--- src/rtl/stopwatch_ctrl.sv ---
// Stopwatch control: per-button sync/debounce/press-pulse lanes feeding a
// CLEAR/RUN/PAUSE/DONE FSM that steers an external 4-digit BCD counter.

module stopwatch_btn #(
  parameter int DB_CYCLES = 16
) (
  input  logic c_clk,
  input  logic C_clr,
  input  logic btn,
  output logic press
);
  logic [1:0]  sync_q;
  logic        db_q;
  logic        db_d1;
  logic [15:0] db_cnt;

  always_ff @(posedge c_clk or posedge C_clr) begin
    if (C_clr) begin
      sync_q <= '0;
      db_q   <= 1'b0;
      db_d1  <= 1'b0;
      db_cnt <= '0;
      press  <= 1'b0;
    end else begin
      sync_q <= {sync_q[0], btn};
      db_d1  <= db_q;
      press  <= db_q & ~db_d1;
      if (sync_q[1] == db_q) begin
        db_cnt <= '0;
      end else if (db_cnt == 16'(DB_CYCLES - 1)) begin
        // DB_CYCLES-th consecutive mismatch: accept the new level
        db_cnt <= '0;
        db_q   <= ~db_q;
      end else begin
        db_cnt <= db_cnt + 16'd1;
      end
    end
  end
endmodule

module stopwatch_ctrl #(
  parameter int DB_CYCLES = 16
) (
  input  logic        c_clk,
  input  logic        C_clr,
  input  logic        btn_pp,
  input  logic        btn_rst,
  input  logic [1:0]  sel,
  input  logic [7:0]  load,
  input  logic        tick_in,
  input  logic [15:0] cnt_val,
  output logic        clr_out,
  output logic        cnt_en,
  output logic [15:0] preset,
  output logic        dir,
  output logic        done,
  output logic [1:0]  state_out
);
  localparam int NUM_LANES = 2;
  localparam int L_PP      = 0;
  localparam int L_RST     = 1;

  typedef enum logic [1:0] {
    CLEAR = 2'b00,
    RUN   = 2'b01,
    PAUSE = 2'b10,
    DONE  = 2'b11
  } state_t;

  state_t               state_q, state_d;
  logic [NUM_LANES-1:0] btn_raw;
  logic [NUM_LANES-1:0] press;
  logic                 dir_q;
  logic [15:0]          preset_q, preset_d;
  logic                 terminal;

  assign btn_raw = {btn_rst, btn_pp};

  generate
    for (genvar g = 0; g < NUM_LANES; g++) begin : g_btn
      stopwatch_btn #(.DB_CYCLES(DB_CYCLES)) u_btn (
        .c_clk (c_clk),
        .C_clr (C_clr),
        .btn   (btn_raw[g]),
        .press (press[g])
      );
    end
  endgenerate

  function automatic logic [3:0] clamp9(input logic [3:0] d);
    return (d > 4'd9) ? 4'd9 : d;
  endfunction

  always_comb begin
    preset_d = 16'h0000;
    case (sel)
      2'd0:    preset_d = 16'h0000;
      2'd2:    preset_d = 16'h9999;
      default: preset_d = {clamp9(load[7:4]), clamp9(load[3:0]), 8'h00};
    endcase
  end

  // Mode and preset only track the inputs while cleared; frozen otherwise
  always_ff @(posedge c_clk or posedge C_clr) begin
    if (C_clr) begin
      dir_q    <= 1'b0;
      preset_q <= 16'h0000;
    end else if (state_q == CLEAR) begin
      dir_q    <= sel[1];
      preset_q <= preset_d;
    end
  end

  assign terminal = dir_q ? (cnt_val == 16'h0000) : (cnt_val == 16'h9999);

  always_ff @(posedge c_clk or posedge C_clr) begin
    if (C_clr) state_q <= CLEAR;
    else       state_q <= state_d;
  end

  always_comb begin
    state_d = state_q;
    if (press[L_RST]) begin
      state_d = CLEAR;
    end else begin
      case (state_q)
        CLEAR: if (press[L_PP]) state_d = RUN;
        RUN: begin
          if (press[L_PP])  state_d = PAUSE;
          else if (terminal) state_d = DONE;
        end
        PAUSE: if (press[L_PP]) state_d = RUN;
        default: state_d = state_q;
      endcase
    end
  end

  assign clr_out   = (state_q == CLEAR);
  assign done      = (state_q == DONE);
  assign cnt_en    = (state_q == RUN) & tick_in & ~terminal;
  assign preset    = preset_q;
  assign dir       = dir_q;
  assign state_out = state_q;
endmodule

--- config.mk ---
export PLATFORM = sky130hd
export DESIGN_NAME = stopwatch_ctrl
export DESIGN_NICKNAME = d
export VERILOG_FILES = /design/src/rtl/stopwatch_ctrl.sv
export SDC_FILE = /design/constraint.sdc
export NUM_CORES = 1
export LEC_CHECK = 0
export ABC_AREA = 1
export BUFFER_PORTS_ARGS = -buffer_cell sky130_fd_sc_hd__buf_2
export CORE_ASPECT_RATIO = 0.5
export CORE_UTILIZATION = 55
export DETAILED_ROUTE_END_ITERATION = 16
export HOLD_SLACK_MARGIN = 0.12
export PLACE_DENSITY = 0.89
export SLEW_MARGIN = 5
export SYNTH_ARGS = -nofsm -noshare
export SYNTH_HDL_FRONTEND = slang
export SYNTH_SLANG_ARGS = --single-unit
--- constraint.sdc ---
create_clock -name c_clk -period 2.01 [get_ports c_clk]
set_clock_uncertainty 0.05 [all_clocks]
set_input_delay 0.1005 -clock c_clk [delete_from_list [all_inputs] [get_ports c_clk]]
set_output_delay 0.1005 -clock c_clk [all_outputs]
set_load 0.02 [all_outputs]
==> results of run 1 <==
## flip-flops by register name (all words and copies together), names as in the netlist
register and cells:
g_btn.u_btn.db_cnt 32, preset 9, g_btn.u_btn.sync_q 4, g_btn.u_btn.db_d1 2, g_btn.u_btn.db_q 2, g_btn.u_btn.press 2
state_out 2, dir 1
## per-stage QoR
step | hold WS (ps) | total power, W | std cells
after floorplan | 81.9 | 0.00136 | 314
after global placement | -4.01 | 0.00144 | 423
after detailed placement | 4.59 | 0.00146 | 423
after CTS | 215 | 0.00223 | 445
after global routing | 263 | 0.00230 | 445
final | 225 | 0.00222 | 445
## routing by layer
layer,share of wire [%],up-vias,global-route usage [%]
met5,0,-,0
met4,3.5,0,14.5
met3,5.4,23,5.24
met2,50,105,47.4
met1,41,1134,31.4
li1,-,1136,-
## worst max-delay path by stage
stage                             startpoint                   endpoint  slack [ps]  depth (start not counted)
floorplan                       state_out[0]                 preset[11]         460                          5
global placement    g_btn[0].u_btn.db_cnt[0]  g_btn[0].u_btn.db_cnt[12]         520                          9
detailed placement  g_btn[0].u_btn.db_cnt[0]  g_btn[0].u_btn.db_cnt[12]         420                          9
CTS                             state_out[0]                 preset[12]          90                          6
global route                    state_out[0]                 preset[12]          70                          6
finish                          state_out[0]                 preset[12]         190                          6
## report_power, final
group          switching, W  total, W  leakage, nW  internal (W)
Clock              0.000370  0.000744       0.0585      0.000374
Sequential        0.0000360   0.00116        0.726       0.00113
Combinational      0.000194  0.000308        0.802      0.000114
## repair_timing
action / in CTS / in global routing
setup endpoints to repair: 0 / 1
hold buffers: 14 / 0
gates resized for setup: 0 / 1
hold endpoints to repair: 66 / 0
## final cells by class
type	count	area, um2	area share (%)
inverter	41	154	4.66
sequential	54	1350	40.9
clock inverter	3	43.8	1.33
clock buffer	5	68.8	2.08
multi-input combinational	211	1190	35.9
timing repair buffer	65	415	12.6
tap	66	82.6	2.50
## worst max-delay path, stage by stage (launching register included)
cell,delay (ps)
dfrtp_1,460
nor2_2,200
inv_2,140
nor2_4,170
o21ai_0,100
dlygate4sd3_1,570
nand2_1,70
## cell families after synthesis
| kind of cell | share of synthesized area, % |
|---|---|
| xor+xnor | 5.12 |
| fa+ha+maj | 0.914 |
| buf+inv | 7.73 |
| simple gates | 31.2 |
| flops | 49.4 |
| compound gates | 5.53 |
| other cells | 0.137 |
## placed cells by master (no fill, tap or decap), types with 11 or more instances in the layout
cell type	count
a21oi_1	11
buf_2	48
dfrtp_1	54
dlygate4sd3_1	14
inv_1	36
nand2_1	38
nand3_1	15
nor2_1	56
nor3_1	18
xor2_1	11
==> impl_metrics.json, run 1 <==
{
  "antenna_left": 0,
  "clockBufferDepth": 2,
  "dieArea_mm2": 0.00528,
  "synth.yosys.seq_area_share_pct": 49.4,
  "synth_ff_type": "dfrtp_1",
  "dp_hpwl_um": 4330,
  "cp.arrival_ps": 2030,
  "path_max_fanout": 10,
  "netlist.area_leader.share_pct": 49.4,
  "max-vdd-ir-drop_mv": 0.411,
  "die_y_um": 51.9,
  "first_pass_iters": 5,
  "root_buffer": "clkbuf_8",
  "drc": 0,
  "synth_edf_count": 0,
  "grt_max_degree": 44,
  "htree_levels": 2,
  "power.density_mw_per_mm2": 671,
  "startpoint_type": "register",
  "rows": 17,
  "yosysMostFrequentCell": "nor2_1",
  "fin_crit_ps": 1820,
  "num_vias": 2398,
  "synth_commonest_cells": "57 x nor2_1, 54 x dfrtp_1, 38 x nand2_1",
  "async_flop_share_pct": 100,
  "ys_top_cells_by_area": "dfrtp_1 49%, nor2_1 7.8%, nand2_1 5.2%, inv_1 5.1%, xor2_1 3.5%",
  "rr_worst_depth": 6,
  "grt_use_total_pct": 26.8,
  "synth.ff_latch_count": 54,
  "setup_viol": 0,
  "hp-class": "primary input to asynchronous set/reset pin",
  "place_area_mm2": 0.00305,
  "grt_pass1_vias": 2293,
  "path_clk_slew_ps": 100,
  "area_growth_pct": 20.7,
  "layout.nets": 411,
  "r2r_slack_ps": 190,
  "core_mm2": 0.00459,
  "clkLatencyLatePin_ps": 320,
  "antenna_cells": 0,
  "setup_ws_ps": 190,
  "critical_path_required_ps": 2220,
  "post_cts_buffers": 0,
  "tritoncts": "done",
  "cap_violations": 0,
  "die_w_um": 102,
  "synthCells": 311,
  "drt_iter0_markers": 103,
  "slew_violations": 0,
  "critPathCaptureType": "register",
  "design_area_mm2": 0.00330,
  "r2r-end": "preset[12]",
  "period_share_pct": 90.6,
  "grt_pass1_wl_um": 10300,
  "syn_avg_cell_area_um2": 8.80,
  "grt_overflow": 0,
  "netlist_area_mm2": 0.00274,
  "r2r_start": "state_out[0]",
  "hold_viol": 0,
  "via_per_inst": 5.39,
  "tns_ps": 0,
  "drive_above_1_share_pct": 22.7,
  "start_util_pct": 59.6,
  "fmax_mhz": 549,
  "port-buffer-count": 48,
  "status": "completed",
  "routed_wl_um": 6380,
  "power.leakage_nw": 1.59,
  "rsz0062_at_grt": "false",
  "clock-sinks": 54,
  "final_core_util_pct": 71.9,
  "io_pins": 53,
  "ys_types": 32,
  "post-place-ws_ps": 423,
  "antenna_found_initial": 0,
  "nFillCells": 318,
  "gp_congestion": 0.937,
  "post_drt_wl_per_cell_um": 14.3,
  "yosys.area.top_type": "dfrtp_1",
  "yosysWarnings": 0,
  "numCtsBuffers": 5,
  "crit_type": "register to register"
}
Power figures use the tool's default switching activity.
==> run 2: changes to the inputs <==
--- a/config.mk
+++ b/config.mk
@@ -8,7 +8,9 @@
 export ABC_AREA = 1
 export BUFFER_PORTS_ARGS = -buffer_cell sky130_fd_sc_hd__buf_2
 export CORE_ASPECT_RATIO = 0.5
+export CORE_MARGIN = 1.5
 export CORE_UTILIZATION = 55
+export CTS_BUF_LIST = sky130_fd_sc_hd__clkbuf_8
 export DETAILED_ROUTE_END_ITERATION = 16
 export HOLD_SLACK_MARGIN = 0.12
 export PLACE_DENSITY = 0.89
==> run 2 against run 1 <==
Cell count did not move. Wire length shrank 2.9%. Sequential share of layout area increased by 0.17 points. Die area up 2.9%. Register-to-register slack lost 20 ps. Critical path type unchanged. Highest routed layer unchanged.
==> impl_metrics.json, run 2 (synthesized netlist as in run 1, its figures left out) <==
{
  "drt_iter0_markers": 152,
  "layout.nets": 411,
  "io_pins": 53,
  "num_vias": 2384,
  "dieArea_mm2": 0.00543,
  "startpoint_type": "register",
  "power.leakage_nw": 1.58,
  "setup_viol": 0,
  "cp.arrival_ps": 2060,
  "gp_congestion": 0.866,
  "root_buffer": "clkbuf_8",
  "cp_num_buf_inv": 2,
  "sw_frac_of_total_pct": 28.3,
  "cp_slowest_stage_delay_ps": 560,
  "antenna_left": 0,
  "largest_reg_flops": 32,
  "grt_overflow": 0,
  "hold_viol": 0,
  "status": "completed",
  "path_clk_slew_ps": 110,
  "die_w_um": 103,
  "sequentialPowerShare_pct": 54.5,
  "rows": 17,
  "cap_violations": 0,
  "hp-class": "primary input to asynchronous set/reset pin",
  "crit_type": "register to register",
  "cp_slowest_cell": "dlygate4sd3_1",
  "setup_ws_ps": 169,
  "critPathCaptureType": "register",
  "pwr-share-comb_pct": 14.3,
  "post_drt_wl_per_cell_um": 13.9,
  "period_share_pct": 91.6,
  "crit_start": "state_out[0]",
  "routed_wl_um": 6190,
  "grt_pass1_wl_um": 10100,
  "antenna_cells": 0,
  "first_pass_iters": 4,
  "path_max_fanout": 10,
  "max-vdd-ir-drop_mv": 0.338,
  "grt_max_degree": 45,
  "crit_chain": "nor2_2 > inv_2 > nor2_4 > o21ai_0 > dlygate4sd3_1 > nand2_1",
  "port-buffer-count": 48,
  "cpLargestDelayFamily": "buffers and inverters",
  "htree_levels": 2,
  "r2r_start": "state_out[0]",
  "critical_path_required_ps": 2230,
  "finalNonFillerCells": 445,
  "cp_num_cells": 6,
  "layout_common_cells": "56 x nor2_1, 54 x dfrtp_1, 48 x buf_2",
  "r2r-end": "preset[8]",
  "drc": 0,
  "placedCellCount": 423,
  "numCtsBuffers": 5,
  "dp_hpwl_um": 4340,
  "regMostFlops": "g_btn.u_btn.db_cnt",
  "clkLatencyLatePin_ps": 320,
  "post_cts_buffers": 0,
  "die_y_um": 52.9,
  "grt_pass1_vias": 2267,
  "crit_end": "preset[8]",
  "rr_worst_depth": 6,
  "power_frac_clock_pct": 31.1,
  "fmax_mhz": 543,
  "slew_violations": 0,
  "antenna_found_initial": 0,
  "final_core_util_pct": 71.6,
  "rsz0062_at_grt": "false",
  "start_util_pct": 59.6,
  "drive_above_1_share_pct": 22.7,
  "core_mm2": 0.00459,
  "clockBufferDepth": 2,
  "switching_power_w": 0.000604,
  "area_growth_pct": 20.2,
  "fin_crit_ps": 1840,
  "nFillCells": 336,
  "post-place-ws_ps": 412,
  "grt_use_total_pct": 25.0,
  "r2r_slack_ps": 170,
  "power.density_mw_per_mm2": 647,
  "layout_commonest_cell": "nor2_1",
  "tns_ps": 0,
  "tritoncts": "done",
  "clock-sinks": 54,
  "p_int_w": 0.00153,
  "via_per_inst": 5.36
}
-- run 2: routing by layer --
| layer | GRT usage (%) | vias to the layer above | wire (um) |
|---|---|---|---|
| met5 | 0 | - | 0 |
| met4 | 9.23 | 0 | 104 |
| met3 | 4.36 | 14 | 393 |
| met2 | 45.0 | 98 | 3180 |
| met1 | 30.9 | 1136 | 2520 |
| li1 | - | 1136 | - |
-- run 2: cell type report --
cell class                 instances  area [um2]  share of cell area, %
clock buffer                       6        82.6                   2.51
sequential                        54        1350                   41.1
multi-input combinational        211        1190                   36.1
tap                               66        82.6                   2.51
clock inverter                     2        16.3                  0.494
inverter                          41         154                   4.68
timing repair buffer              65         415                   12.6
-- run 2: how the worst min path moves through the flow --
stage,slack [ps],to,depth (start not counted),start
after global routing,230,g_btn[1].u_btn.db_cnt[7],3,C_clr
after floorplan,80,g_btn[0].u_btn.sync_q[0],0,btn_pp
final,210,g_btn[1].u_btn.db_cnt[7],3,C_clr
after CTS,220,g_btn[1].u_btn.db_cnt[7],3,C_clr
after detailed placement,-5,g_btn[1].u_btn.db_cnt[3],2,C_clr
after global placement,-10,g_btn[1].u_btn.db_cnt[7],2,C_clr
-- run 2: stage by stage --
stage          total power (W)  hold WS (ps)  instance area (um2)
3_5_place_dp           0.00146         -5.45                 3050
2_1_floorplan          0.00136          81.9                 2750
3_3_place_gp           0.00144         -14.7                 3050
4_1_cts                0.00213           215                 3290
5_1_grt                0.00223           233                 3290
6_report               0.00213           209                 3290
-- run 2: power groups by stage --
stage / clock network, W / logic [W] / registers, W
3_5_place_dp: 0 / 0.000278 / 0.00118
4_1_cts: 0.000662 / 0.000305 / 0.00116
3_3_place_gp: 0 / 0.000266 / 0.00118
5_1_grt: 0.000725 / 0.000335 / 0.00117
6_report: 0.000663 / 0.000305 / 0.00116
2_1_floorplan: 0 / 0.000147 / 0.00121
-- run 2: worst reg2reg max path, delay by kind of cell, from the launching register on --
kind                   cells  cell delay (ps)
buffers and inverters      2              710
AO/OA/AOI/OAI              1              100
AND/OR/NAND/NOR            3              450
flip-flops                 1              470
-- run 2: timing repair --
item	4_1_cts	5_1_grt
gates resized for setup	0	1
hold buffers	14	0
endpoints found under the hold margin	66	0
endpoints found under the setup margin	0	1
==> run 3: changes to the inputs <==
--- a/config.mk
+++ b/config.mk
@@ -13,7 +13,8 @@
 export CTS_BUF_LIST = sky130_fd_sc_hd__clkbuf_8
 export DETAILED_ROUTE_END_ITERATION = 16
 export HOLD_SLACK_MARGIN = 0.12
-export PLACE_DENSITY = 0.89
+export PLACE_DENSITY_LB_ADDON = 0.3
+export SETUP_SLACK_MARGIN = 0.1
 export SLEW_MARGIN = 5
 export SYNTH_ARGS = -nofsm -noshare
 export SYNTH_HDL_FRONTEND = slang
==> run 3 against run 2 <==
First-iteration DRC count down 2.6%. Critical path type unchanged. Highest routed layer unchanged. Sequential share of layout area is 0.33 points lower. Register-to-register slack improved by 210 ps. Sequential power barely moved.
==> impl_metrics.json, run 3 (synthesized netlist as in run 1, its figures left out) <==
{
  "sequentialPowerShare_pct": 49.6,
  "grt_max_degree": 30,
  "drc": 0,
  "slew_headroom_pct": 61.1,
  "max-vdd-ir-drop_mv": 0.445,
  "antenna_found_initial": 0,
  "tns_ps": 0,
  "startpoint_type": "register",
  "cp_slowest_stage_delay_ps": 440,
  "rows": 17,
  "pwr-share-comb_pct": 12.8,
  "hp-class": "primary input to register",
  "fin_crit_ps": 1630,
  "power.density_mw_per_mm2": 705,
  "cpLargestDelayFamily": "simple AND/OR/NAND/NOR gates",
  "crit_chain": "ha_1 > nand3_4 > nor3_1 > o21ai_0 > nor3_1",
  "nFillCells": 324,
  "path_max_fanout": 6,
  "antenna_left": 0,
  "use_met2_pct": 45.3,
  "drive_above_1_share_pct": 22.7,
  "layout_common_cells": "57 x nor2_1, 54 x dfrtp_1, 48 x buf_2",
  "finalNonFillerCells": 445,
  "hold_viol": 0,
  "power_frac_clock_pct": 37.6,
  "grtUsageMet1_pct": 29.4,
  "port-buffer-count": 48,
  "critPathMostFrequentCell": "nor3_1",
  "slew_violations": 0,
  "grt-busiest-layer": "met2",
  "grt_use_met3_pct": 5.15,
  "worstMarginPinSlew_ps": 582,
  "io_pins": 53,
  "status": "completed",
  "cap_violations": 0,
  "dieArea_mm2": 0.00543,
  "numCtsBuffers": 5,
  "cp_slowest_cell": "dfrtp_1",
  "placedCellCount": 424,
  "fmax_mhz": 613,
  "cts_resized": 0,
  "grt_overflow": 0,
  "regMostFlops": "g_btn.u_btn.db_cnt",
  "largest_reg_flops": 32,
  "antenna_cells": 0,
  "routed_wl_um": 6100,
  "tritoncts": "done",
  "setup_viol": 0,
  "power.leakage_nw": 1.60,
  "post_drt_wl_per_cell_um": 13.7,
  "layout.nets": 411,
  "num_vias": 2291,
  "root_buffer": "clkbuf_8",
  "layout_commonest_cell": "nor2_1",
  "drt_iter0_markers": 148,
  "core_mm2": 0.00459,
  "cp_num_buf_inv": 0,
  "switching_power_w": 0.000571,
  "path_clk_slew_ps": 90,
  "htree_levels": 2,
  "cp.arrival_ps": 1780,
  "critPathCaptureType": "register",
  "grt_pass1_vias": 2216,
  "gp_congestion": 0.875,
  "first_pass_iters": 4,
  "clkLatencyLatePin_ps": 310,
  "critical_path_required_ps": 2160,
  "crit_type": "register to register",
  "grt_use_total_pct": 24.9,
  "start_util_pct": 59.6,
  "die_y_um": 52.9,
  "dp_hpwl_um": 4230,
  "die_w_um": 103,
  "sw_frac_of_total_pct": 24.4,
  "area_growth_pct": 21.2,
  "clock-sinks": 54,
  "via_per_inst": 5.15,
  "period_share_pct": 81.1,
  "grt_pass1_wl_um": 9940,
  "rsz0062_at_grt": "false",
  "final_core_util_pct": 72.2,
  "p_int_w": 0.00177,
  "multi_input_area_mm2": 0.00118,
  "clockBufferDepth": 2,
  "ff_latch_area_mm2": 0.00135
}
run 3: changes by cell type in the layout (fill, tap and decap cells not counted):
cell,before,now
buf_4,2,4
nor2_2,7,6
dlygate4sd3_1,14,13
bufinv_16,0,2
buf_12,1,0
nor2_1,56,57
inv_6,1,0
clkinvlp_4,1,0
run 3: final timing paths:
kind                                            end  depth (start not counted)  slack (ps)                      from
setup / recovery           g_btn[1].u_btn.db_cnt[8]                          5         380  g_btn[1].u_btn.db_cnt[0]
hold / removal                         state_out[1]                          8         270               cnt_val[13]
setup reg to reg           g_btn[1].u_btn.db_cnt[8]                          5         380  g_btn[1].u_btn.db_cnt[0]
hold reg to reg            g_btn[1].u_btn.sync_q[1]                          0         310  g_btn[1].u_btn.sync_q[0]
max in group asynchronous       g_btn[1].u_btn.db_q                          4         950                     C_clr
min in group asynchronous  g_btn[0].u_btn.db_cnt[4]                          3         350                     C_clr
run 3: layout make-up:
class                   count  area share (%)
repair buffers             65            12.1
flip-flops and latches     54            40.8
well taps                  66            2.49
inverters                  41            4.64
multi-input cells         211            35.7
clock buffers               6            2.49
clock inverters             2            1.81
run 3: worst register-to-register path: cells and delay by family (launching register included):
kind                     cells  cell delay [ps]
AND/OR/NAND/NOR              3              610
flip-flops                   1              440
adder cells (fa/ha/maj)      1              270
AO/OA/AOI/OAI                1              150
run 3: power by group through the flow:
stage / Combinational, W / Sequential, W / Clock [W]
after floorplan: 0.000147 / 0.00121 / 0
after global placement: 0.000264 / 0.00118 / 0
after detailed placement: 0.000275 / 0.00118 / 0
after CTS: 0.000295 / 0.00116 / 0.000884
after global routing: 0.000333 / 0.00116 / 0.000943
final: 0.000298 / 0.00116 / 0.000880
run 3: what timing repair did:
action                                  in CTS  in global routing
hold buffers                                13                  0
hold endpoints to repair                    39                  0
buffers inserted                             0                  0
endpoints found under the setup margin       0                  0
run 3: stage by stage:
step	power [W]	setup WS [ps]	instance area (um2)	hold WS [ps]
after global placement	0.00144	510	3040	138
final	0.00234	379	3320	267
after global routing	0.00244	277	3320	320
after CTS	0.00234	378	3320	261
after detailed placement	0.00146	454	3040	150
after floorplan	0.00136	456	2750	81.9
run 3: routing by layer:
metal	share of wire [%]	routed length, um
met4	2.0	123
met2	50	3060
met1	42	2550
met5	0	0
met3	6.0	366
